===== config.mk =====
export PLATFORM = sky130hd
export DESIGN_NAME = fft_cmul_seq
export DESIGN_NICKNAME = d
export VERILOG_FILES = /design/src/rtl/fft_pkg.sv /design/src/rtl/fp_addsub.sv /design/src/rtl/mul.sv /design/src/rtl/fft_cmul_seq.sv
export SDC_FILE = /design/constraint.sdc
export NUM_CORES = 2
export LEC_CHECK = 0
export CAP_MARGIN = 30
export CORE_MARGIN = 2
export CORE_UTILIZATION = 55
export CTS_CLUSTER_SIZE = 28
export DETAILED_ROUTE_END_ITERATION = 16
export PLACE_DENSITY = 0.8
export SKIP_CTS_REPAIR_TIMING = 1
export SLEW_MARGIN = 10
export SYNTH_ARGS = -nofsm -noshare
export SYNTH_HDL_FRONTEND = slang
export SYNTH_SLANG_ARGS = --single-unit

===== constraint.sdc =====
create_clock -name clk -period 21.3 [get_ports clk]
set_clock_uncertainty 0.1 [all_clocks]
set_input_delay 4.26 -clock clk [delete_from_list [all_inputs] [get_ports clk]]
set_output_delay 4.26 -clock clk [all_outputs]
set_load 0.01 [all_outputs]

===== src/rtl/fft_pkg.sv =====
// Shared definitions for the FFT datapath: binary32 field layout, common
// constants and the complex-multiplier sequencer states.
package fft_pkg;

    localparam int FP_W        = 32;
    localparam int FP_EXP_W    = 8;
    localparam int FP_MAN_W    = 23;
    localparam int FP_EXP_BIAS = 127;

    localparam logic [FP_W-1:0]     FP_ONE     = 32'h3F80_0000;
    localparam logic [FP_W-1:0]     FP_ZERO    = 32'h0000_0000;
    localparam logic [FP_EXP_W-1:0] FP_EXP_MAX = 8'hFF;

    typedef enum logic [2:0] {
        IDLE,
        M0,
        M1,
        M2,
        M3,
        S0,
        S1,
        DONE
    } cmul_state_t;

endpackage


===== src/rtl/fp_addsub.sv =====
// Combinational binary32 add/subtract (SUB flips B's sign): denormals as
// zero, guard/sticky alignment, truncation, exact cancellation gives +0.
module fp_addsub
    import fft_pkg::*;
(
    input  logic [FP_W-1:0] A,
    input  logic [FP_W-1:0] B,
    input  logic            SUB,
    output logic [FP_W-1:0] S,
    output logic            EX
);

    logic [FP_W-1:0]   b_eff;
    logic              a_zero, b_zero, a_spec, b_spec;
    logic [FP_W-1:0]   big, sml;
    logic [7:0]        exp_diff;
    logic [26:0]       big_m, sml_m, sml_al;
    logic [27:0]       sum;
    logic [26:0]       dif, norm;
    logic [4:0]        lz;
    logic              lz_found;
    logic signed [9:0] exp_r;
    logic              is_zero;
    logic [FP_W-1:0]   ar_s;
    logic              ar_ex;
    logic              unused_norm;

    assign b_eff  = {B[31] ^ SUB, B[30:0]};
    assign a_zero = (A[30:23] == 8'h00);
    assign b_zero = (B[30:23] == 8'h00);
    assign a_spec = (A[30:23] == FP_EXP_MAX);
    assign b_spec = (B[30:23] == FP_EXP_MAX);

    // Order by magnitude so the mantissa difference is never negative.
    assign big      = (A[30:0] >= b_eff[30:0]) ? A : b_eff;
    assign sml      = (A[30:0] >= b_eff[30:0]) ? b_eff : A;
    assign exp_diff = big[30:23] - sml[30:23];
    assign big_m    = {1'b1, big[22:0], 3'b000};
    assign sml_m    = {1'b1, sml[22:0], 3'b000};

    // NOTE: every variable written in a combinational block gets a default
    // first, so no path leaves it unassigned and no latch is inferred.
    always_comb begin
        sml_al = 27'd1;
        if (exp_diff < 8'd27) begin
            sml_al = (sml_m >> exp_diff)
                   | {26'b0, |(sml_m & ((27'd1 << exp_diff) - 27'd1))};
        end
    end

    always_comb begin
        sum      = {1'b0, big_m} + {1'b0, sml_al};
        dif      = big_m - sml_al;
        norm     = '0;
        lz       = '0;
        lz_found = 1'b0;
        exp_r    = $signed({2'b00, big[30:23]});
        is_zero  = 1'b0;
        if (big[31] == sml[31]) begin
            if (sum[27]) begin
                norm  = {sum[27:2], sum[1] | sum[0]};
                exp_r = exp_r + 10'sd1;
            end else begin
                norm = sum[26:0];
            end
        end else if (dif == 27'd0) begin
            is_zero = 1'b1;
        end else begin
            for (int i = 26; i >= 0; i--) begin
                if (!lz_found && dif[i]) begin
                    lz       = 5'(26 - i);
                    lz_found = 1'b1;
                end
            end
            norm  = dif << lz;
            exp_r = exp_r - $signed({5'b0, lz});
        end
    end

    assign unused_norm = ^{norm[26], norm[2:0]};

    always_comb begin
        ar_s  = {big[31], exp_r[7:0], norm[25:3]};
        ar_ex = 1'b0;
        if (is_zero) begin
            ar_s = FP_ZERO;
        end else if (exp_r >= 10'sd255) begin
            ar_s  = {big[31], FP_EXP_MAX, 23'b0};
            ar_ex = 1'b1;
        end else if (exp_r <= 10'sd0) begin
            ar_s  = {big[31], 31'b0};
            ar_ex = 1'b1;
        end
    end

    always_comb begin
        S  = ar_s;
        EX = ar_ex;
        if (a_spec) begin
            S  = A;
            EX = 1'b1;
        end else if (b_spec) begin
            S  = b_eff;
            EX = 1'b1;
        end else if (a_zero && b_zero) begin
            S  = {A[31] & b_eff[31], 31'b0};
            EX = 1'b0;
        end else if (a_zero) begin
            S  = b_eff;
            EX = 1'b0;
        end else if (b_zero) begin
            S  = A;
            EX = 1'b0;
        end
    end

endmodule


===== src/rtl/mul.sv =====
// Combinational binary32 multiplier: denormals read as zero, truncating,
// EX on inf/NaN operands and on exponent overflow/underflow.
module mul
    import fft_pkg::*;
(
    input  logic [FP_W-1:0] A,
    input  logic [FP_W-1:0] B,
    output logic [FP_W-1:0] P,
    output logic            EX
);

    logic                sign;
    logic [47:0]         prod;
    logic signed [9:0]   exp_sum;
    logic signed [9:0]   exp_n;
    logic [FP_MAN_W-1:0] man;
    logic                unused_prod_lsbs;

    assign sign             = A[31] ^ B[31];
    assign prod             = {1'b1, A[22:0]} * {1'b1, B[22:0]};
    assign exp_sum          = $signed({2'b00, A[30:23]}) + $signed({2'b00, B[30:23]})
                              - 10'sd127;
    assign exp_n            = exp_sum + $signed({9'b0, prod[47]});
    assign man              = prod[47] ? prod[46:24] : prod[45:23];
    assign unused_prod_lsbs = ^prod[22:0];

    always_comb begin
        P  = FP_ZERO;
        EX = 1'b0;
        if (A[30:23] == FP_EXP_MAX) begin
            P  = {sign, A[30:0]};
            EX = 1'b1;
        end else if (B[30:23] == FP_EXP_MAX) begin
            P  = {sign, B[30:0]};
            EX = 1'b1;
        end else if (A[30:23] == 8'h00 || B[30:23] == 8'h00) begin
            P = {sign, 31'b0};
        end else if (exp_n >= 10'sd255) begin
            P  = {sign, FP_EXP_MAX, 23'b0};
            EX = 1'b1;
        end else if (exp_n <= 10'sd0) begin
            P  = {sign, 31'b0};
            EX = 1'b1;
        end else begin
            P = {sign, exp_n[7:0], man};
        end
    end

endmodule


===== src/rtl/fft_cmul_seq.sv =====
// Sequential binary32 complex multiply y = a*w over one shared mul and one
// shared fp_addsub. Optional unity-twiddle shortcut: FFT_CMUL_UNITY_BYPASS_EN.
module fft_cmul_seq
    import fft_pkg::*;
(
    input  logic        clk,
    input  logic        rst,
    input  logic        in_valid,
    output logic        in_ready,
    input  logic [31:0] a_re,
    input  logic [31:0] a_im,
    input  logic [31:0] w_re,
    input  logic [31:0] w_im,
    output logic        out_valid,
    input  logic        out_ready,
    output logic [31:0] y_re,
    output logic [31:0] y_im,
    output logic        ex
);

    cmul_state_t state_q, state_d;
    logic [31:0] ar_q, ar_d, ai_q, ai_d, wr_q, wr_d, wi_q, wi_d;
    logic [31:0] p0_q, p0_d, p1_q, p1_d, p2_q, p2_d, p3_q, p3_d;
    logic [31:0] y_re_q, y_re_d, y_im_q, y_im_d;
    logic        ex_q, ex_d;

    logic [31:0] mul_a, mul_b, mul_p;
    logic        mul_ex;
    logic [31:0] add_a, add_b, add_s;
    logic        add_sub, add_ex;

    mul u_mul (
        .A  (mul_a),
        .B  (mul_b),
        .P  (mul_p),
        .EX (mul_ex)
    );

    fp_addsub u_addsub (
        .A   (add_a),
        .B   (add_b),
        .SUB (add_sub),
        .S   (add_s),
        .EX  (add_ex)
    );

    always_comb begin
        mul_a = ar_q;
        mul_b = wr_q;
        case (state_q)
            M1:      begin mul_a = ai_q; mul_b = wi_q; end
            M2:      begin mul_a = ar_q; mul_b = wi_q; end
            M3:      begin mul_a = ai_q; mul_b = wr_q; end
            default: ;
        endcase
    end

    // S0 forms p0 - p1 (real part), S1 forms p2 + p3 (imaginary part).
    always_comb begin
        add_a   = (state_q == S1) ? p2_q : p0_q;
        add_b   = (state_q == S1) ? p3_q : p1_q;
        add_sub = (state_q != S1);
    end

    always_comb begin
        state_d = state_q;
        ar_d    = ar_q;
        ai_d    = ai_q;
        wr_d    = wr_q;
        wi_d    = wi_q;
        p0_d    = p0_q;
        p1_d    = p1_q;
        p2_d    = p2_q;
        p3_d    = p3_q;
        y_re_d  = y_re_q;
        y_im_d  = y_im_q;
        ex_d    = ex_q;
        case (state_q)
            IDLE: begin
                if (in_valid) begin
                    ar_d    = a_re;
                    ai_d    = a_im;
                    wr_d    = w_re;
                    wi_d    = w_im;
                    ex_d    = 1'b0;
                    state_d = M0;
`ifdef FFT_CMUL_UNITY_BYPASS_EN
                    if (w_re == FP_ONE && w_im == FP_ZERO) begin
                        y_re_d  = a_re;
                        y_im_d  = a_im;
                        state_d = DONE;
                    end
`endif
                end
            end
            M0: begin p0_d = mul_p; ex_d = ex_q | mul_ex; state_d = M1; end
            M1: begin p1_d = mul_p; ex_d = ex_q | mul_ex; state_d = M2; end
            M2: begin p2_d = mul_p; ex_d = ex_q | mul_ex; state_d = M3; end
            M3: begin p3_d = mul_p; ex_d = ex_q | mul_ex; state_d = S0; end
            S0: begin y_re_d = add_s; ex_d = ex_q | add_ex; state_d = S1; end
            S1: begin y_im_d = add_s; ex_d = ex_q | add_ex; state_d = DONE; end
            DONE: begin
                if (out_ready) begin
                    state_d = IDLE;
                end
            end
            default: state_d = IDLE;
        endcase
    end

    // NOTE: state is updated with non-blocking assignments so every flop
    // samples the pre-edge values. The partial-product registers are reset
    // too, because they are architecturally visible through the adder.
    always_ff @(posedge clk) begin
        if (rst) begin
            state_q <= IDLE;
            ar_q    <= '0;
            ai_q    <= '0;
            wr_q    <= '0;
            wi_q    <= '0;
            p0_q    <= '0;
            p1_q    <= '0;
            p2_q    <= '0;
            p3_q    <= '0;
            y_re_q  <= '0;
            y_im_q  <= '0;
            ex_q    <= 1'b0;
        end else begin
            state_q <= state_d;
            ar_q    <= ar_d;
            ai_q    <= ai_d;
            wr_q    <= wr_d;
            wi_q    <= wi_d;
            p0_q    <= p0_d;
            p1_q    <= p1_d;
            p2_q    <= p2_d;
            p3_q    <= p3_d;
            y_re_q  <= y_re_d;
            y_im_q  <= y_im_d;
            ex_q    <= ex_d;
        end
    end

    assign in_ready  = (state_q == IDLE);
    assign out_valid = (state_q == DONE);
    assign y_re      = y_re_q;
    assign y_im      = y_im_q;
    assign ex        = ex_q;

endmodule


==> metrics.yaml <==
status:
  status: "completed"
route:
  drtIter0Drc: 4509
  routed_wl_um: 162000
  drt_pass1_iterations: 6
  drc: 0
  ant_nets: 0
  vias: 41360
  wl_per_cell_um: 24.67
  vias_per_cell: 6.297
grt:
  grt.met1_usage_pct: 48.78
  grt_pass1_vias: 40630
  grt_max_degree: 112
  grt_pass1_wl_um: 243900
  antenna_found_initial: 3
  grt_use_total_pct: 40.62
  gr-usage-met3_pct: 8.518
  gr-total-overflow: 0
  use_met2_pct: 63.40
  gr-max-usage-layer: "met2"
yosys:
  postSynthAreaPerCell_um2: 7.723
  async_flop_share_pct: 0
  dominantRegCellSynth: "dfxtp_1"
  synth_edf_count: 0
  synth_area_um2: 42330
  synthCells: 5481
  syn_nets: 6354
  synth_seq_cells: 324
  yosysWarnings: 0
  seq_area_frac_synth_pct: 15.32
  synth_cell_types: 113
power:
  p_leak_nw: 20.32
  ir_drop_mv: 0.1138
  pwr_density_cell_nw_per_um2: 127.7
sta:
  post-route-period-util_pct: 79.79
  hold_viol_final: 0
  setup_tns_ns: 0
  post-route-min-period_ns: 16.99
  rsz0062_at_grt: "no"
  slew_headroom_pct: 24.48
  max_freq_mhz: 58.84
  worst_pin_slew_ns: 1.101
  finalSetupViolations: 0
  drv_slew: 0
clock_tree:
  htree_levels: 1
  clock_path_buffers: 3
  cts.sinks: 324
  cts-root-buf: "clkbuf_16"
  cts-buffers-inserted: 31
  clk_pin_slew_ns: 0.06
  cts_tree: "done"
  clock_latency_ns: 0.62
floorplan:
  ios: 199
  dieArea_um2: 79190
  num_rows: 101
  die_w_um: 281.4
  start_util_pct: 55.64
  fp.dieH_um: 281.4
  core_area_um2: 76080
final_layout:
  drive_above_1_share_pct: 5.456
  area_delta_synth_final_pct: 9.681
  nets: 6390
  final_common_cell: "nand2_1"
  design_area_um2: 46430
  seq_area_um2: 6486
  mostFrequentLayoutCells: "nand2_1 (835), inv_1 (668), nor2_1 (654)"
  final.fill_count: 6809
  multi_input_area_um2: 32120
worst_setup_path:
  cp_data_arrival_time_ns: 17.39
  r2r-start: "state_q[2]"
  cp-start-kind: "flop"
  crit_path_end_kind: "flop"
  crit_type: "reg2reg"
  cpPeakStageDelay_ns: 0.79
  reg2reg_slack_ns: 4.31
  crit_required_ns: 21.70
  rr_endpoint: "y_re[14]"
  r2r_cells: 51
  crit_top_cell: "a21o_1"
  cp_max_fo: 55
  cp_slowest_cell: "buf_4"
placed_design:
  routabilityCongestion: 1.026
  dpl.hpwl_um: 126200
  numPortBuffers: 198
  place_area_um2: 45350
worst_hold_path:
  min_to: "ar_q[22]"
  worstHoldStart: "ar_q[22]"
  hold_class: "reg2reg"
  holdPathStages: 2
run:
  maxCapViolCount: 0
-- per-layer routing --
metal  share of wire, %  vias up
met4                9.7        4
met5              0.013        -
met2                 45     2483
li1                   -    18380
met1                 36    19750
met3                9.4      747
-- synth_stat cells, types with 62 or more instances --
cell type / count / area (um2)
nand2_1: 837 / 3142
inv_1: 668 / 2507
nor2_1: 655 / 2459
fa_1: 484 / 9689
a21oi_1: 416 / 2082
dfxtp_1: 324 / 6486
clkbuf_1: 270 / 1013
ha_1: 257 / 3216
mux2i_1: 170 / 1702
o21ai_0: 165 / 825.8
a211oi_1: 103 / 773.2
nor3_1: 103 / 515.5
nand3_1: 86 / 430.4
xnor2_1: 62 / 543.0
-- worst max-delay path by stage --
stage,end,start,slack [ns]
floorplan,y_re[14],state_q[0],6.80
global placement,y_im[14],state_q[2],5.19
detailed placement,y_re[14],state_q[2],4.84
CTS,y_re[14],state_q[2],4.71
global route,y_re[14],state_q[2],2.89
finish,y_re[14],state_q[2],4.31
-- layout make-up --
type	count	share of cell area [%]
multi-input cells	4151	69.18
clock inverters	9	0.2210
diodes	4	0.02156
well taps	1030	2.776
inverters	687	5.557
flip-flops and latches	324	13.97
repair buffers	322	6.468
clock buffers	42	1.803
-- report_power, final --
group | internal (mW) | switching [mW]
Clock | 0.288 | 0.251
Combinational | 1.50 | 3.24
Sequential | 0.632 | 0.0208
-- flip-flops by register name, indices dropped and copies added, names as in the netlist, 3 cells and up --
signal   flops
ar_q        32
ai_q        32
p2_q        32
p1_q        32
y_im        32
wi_q        32
p0_q        32
y_re        32
wr_q        32
state_q      3
p3_q        32
-- cells by family (layout without fill, tap and decap cells) --
| family | count (synthesis) | after routing | synth area share (%) |
|---|---|---|---|
| flops | 324 | 324 | 15.32 |
| compound gates | 1143 | 1143 | 17.63 |
| mux | 207 | 207 | 5.333 |
| simple gates | 1970 | 1970 | 20.27 |
| xor+xnor | 89 | 89 | 1.842 |
| buf+inv | 1006 | 1060 | 9.087 |
| other cells | 0 | 4 | 0 |
| fa+ha+maj | 742 | 742 | 30.51 |
-- stage by stage --
stage	setup slack, ns	hold WS [ns]	utilization (%)	power, mW	cells
6_report	4.306	0.3529	61.03	5.930	6569
5_1_grt	2.888	0.3677	61.01	6.250	6565
4_1_cts	4.707	0.3547	60.85	5.751	6558
3_5_place_dp	4.839	0.3450	59.61	5.198	6507
3_3_place_gp	5.191	0.3397	59.47	5.230	6494
2_1_floorplan	6.796	0.3329	-	3.773	5481
-- worst max-delay path: cells and delay by family, from the launching register on --
family	cells	cell delay [ns]
buffers and inverters	4	1.89
adder cells (fa/ha/maj)	4	1.46
flip-flops	1	0.70
multiplexers	3	1.37
AO/OA/AOI/OAI	16	4.22
AND/OR/NAND/NOR	22	6.54
XOR/XNOR	2	0.52
Note: power is estimated with default switching activity, not from simulation.
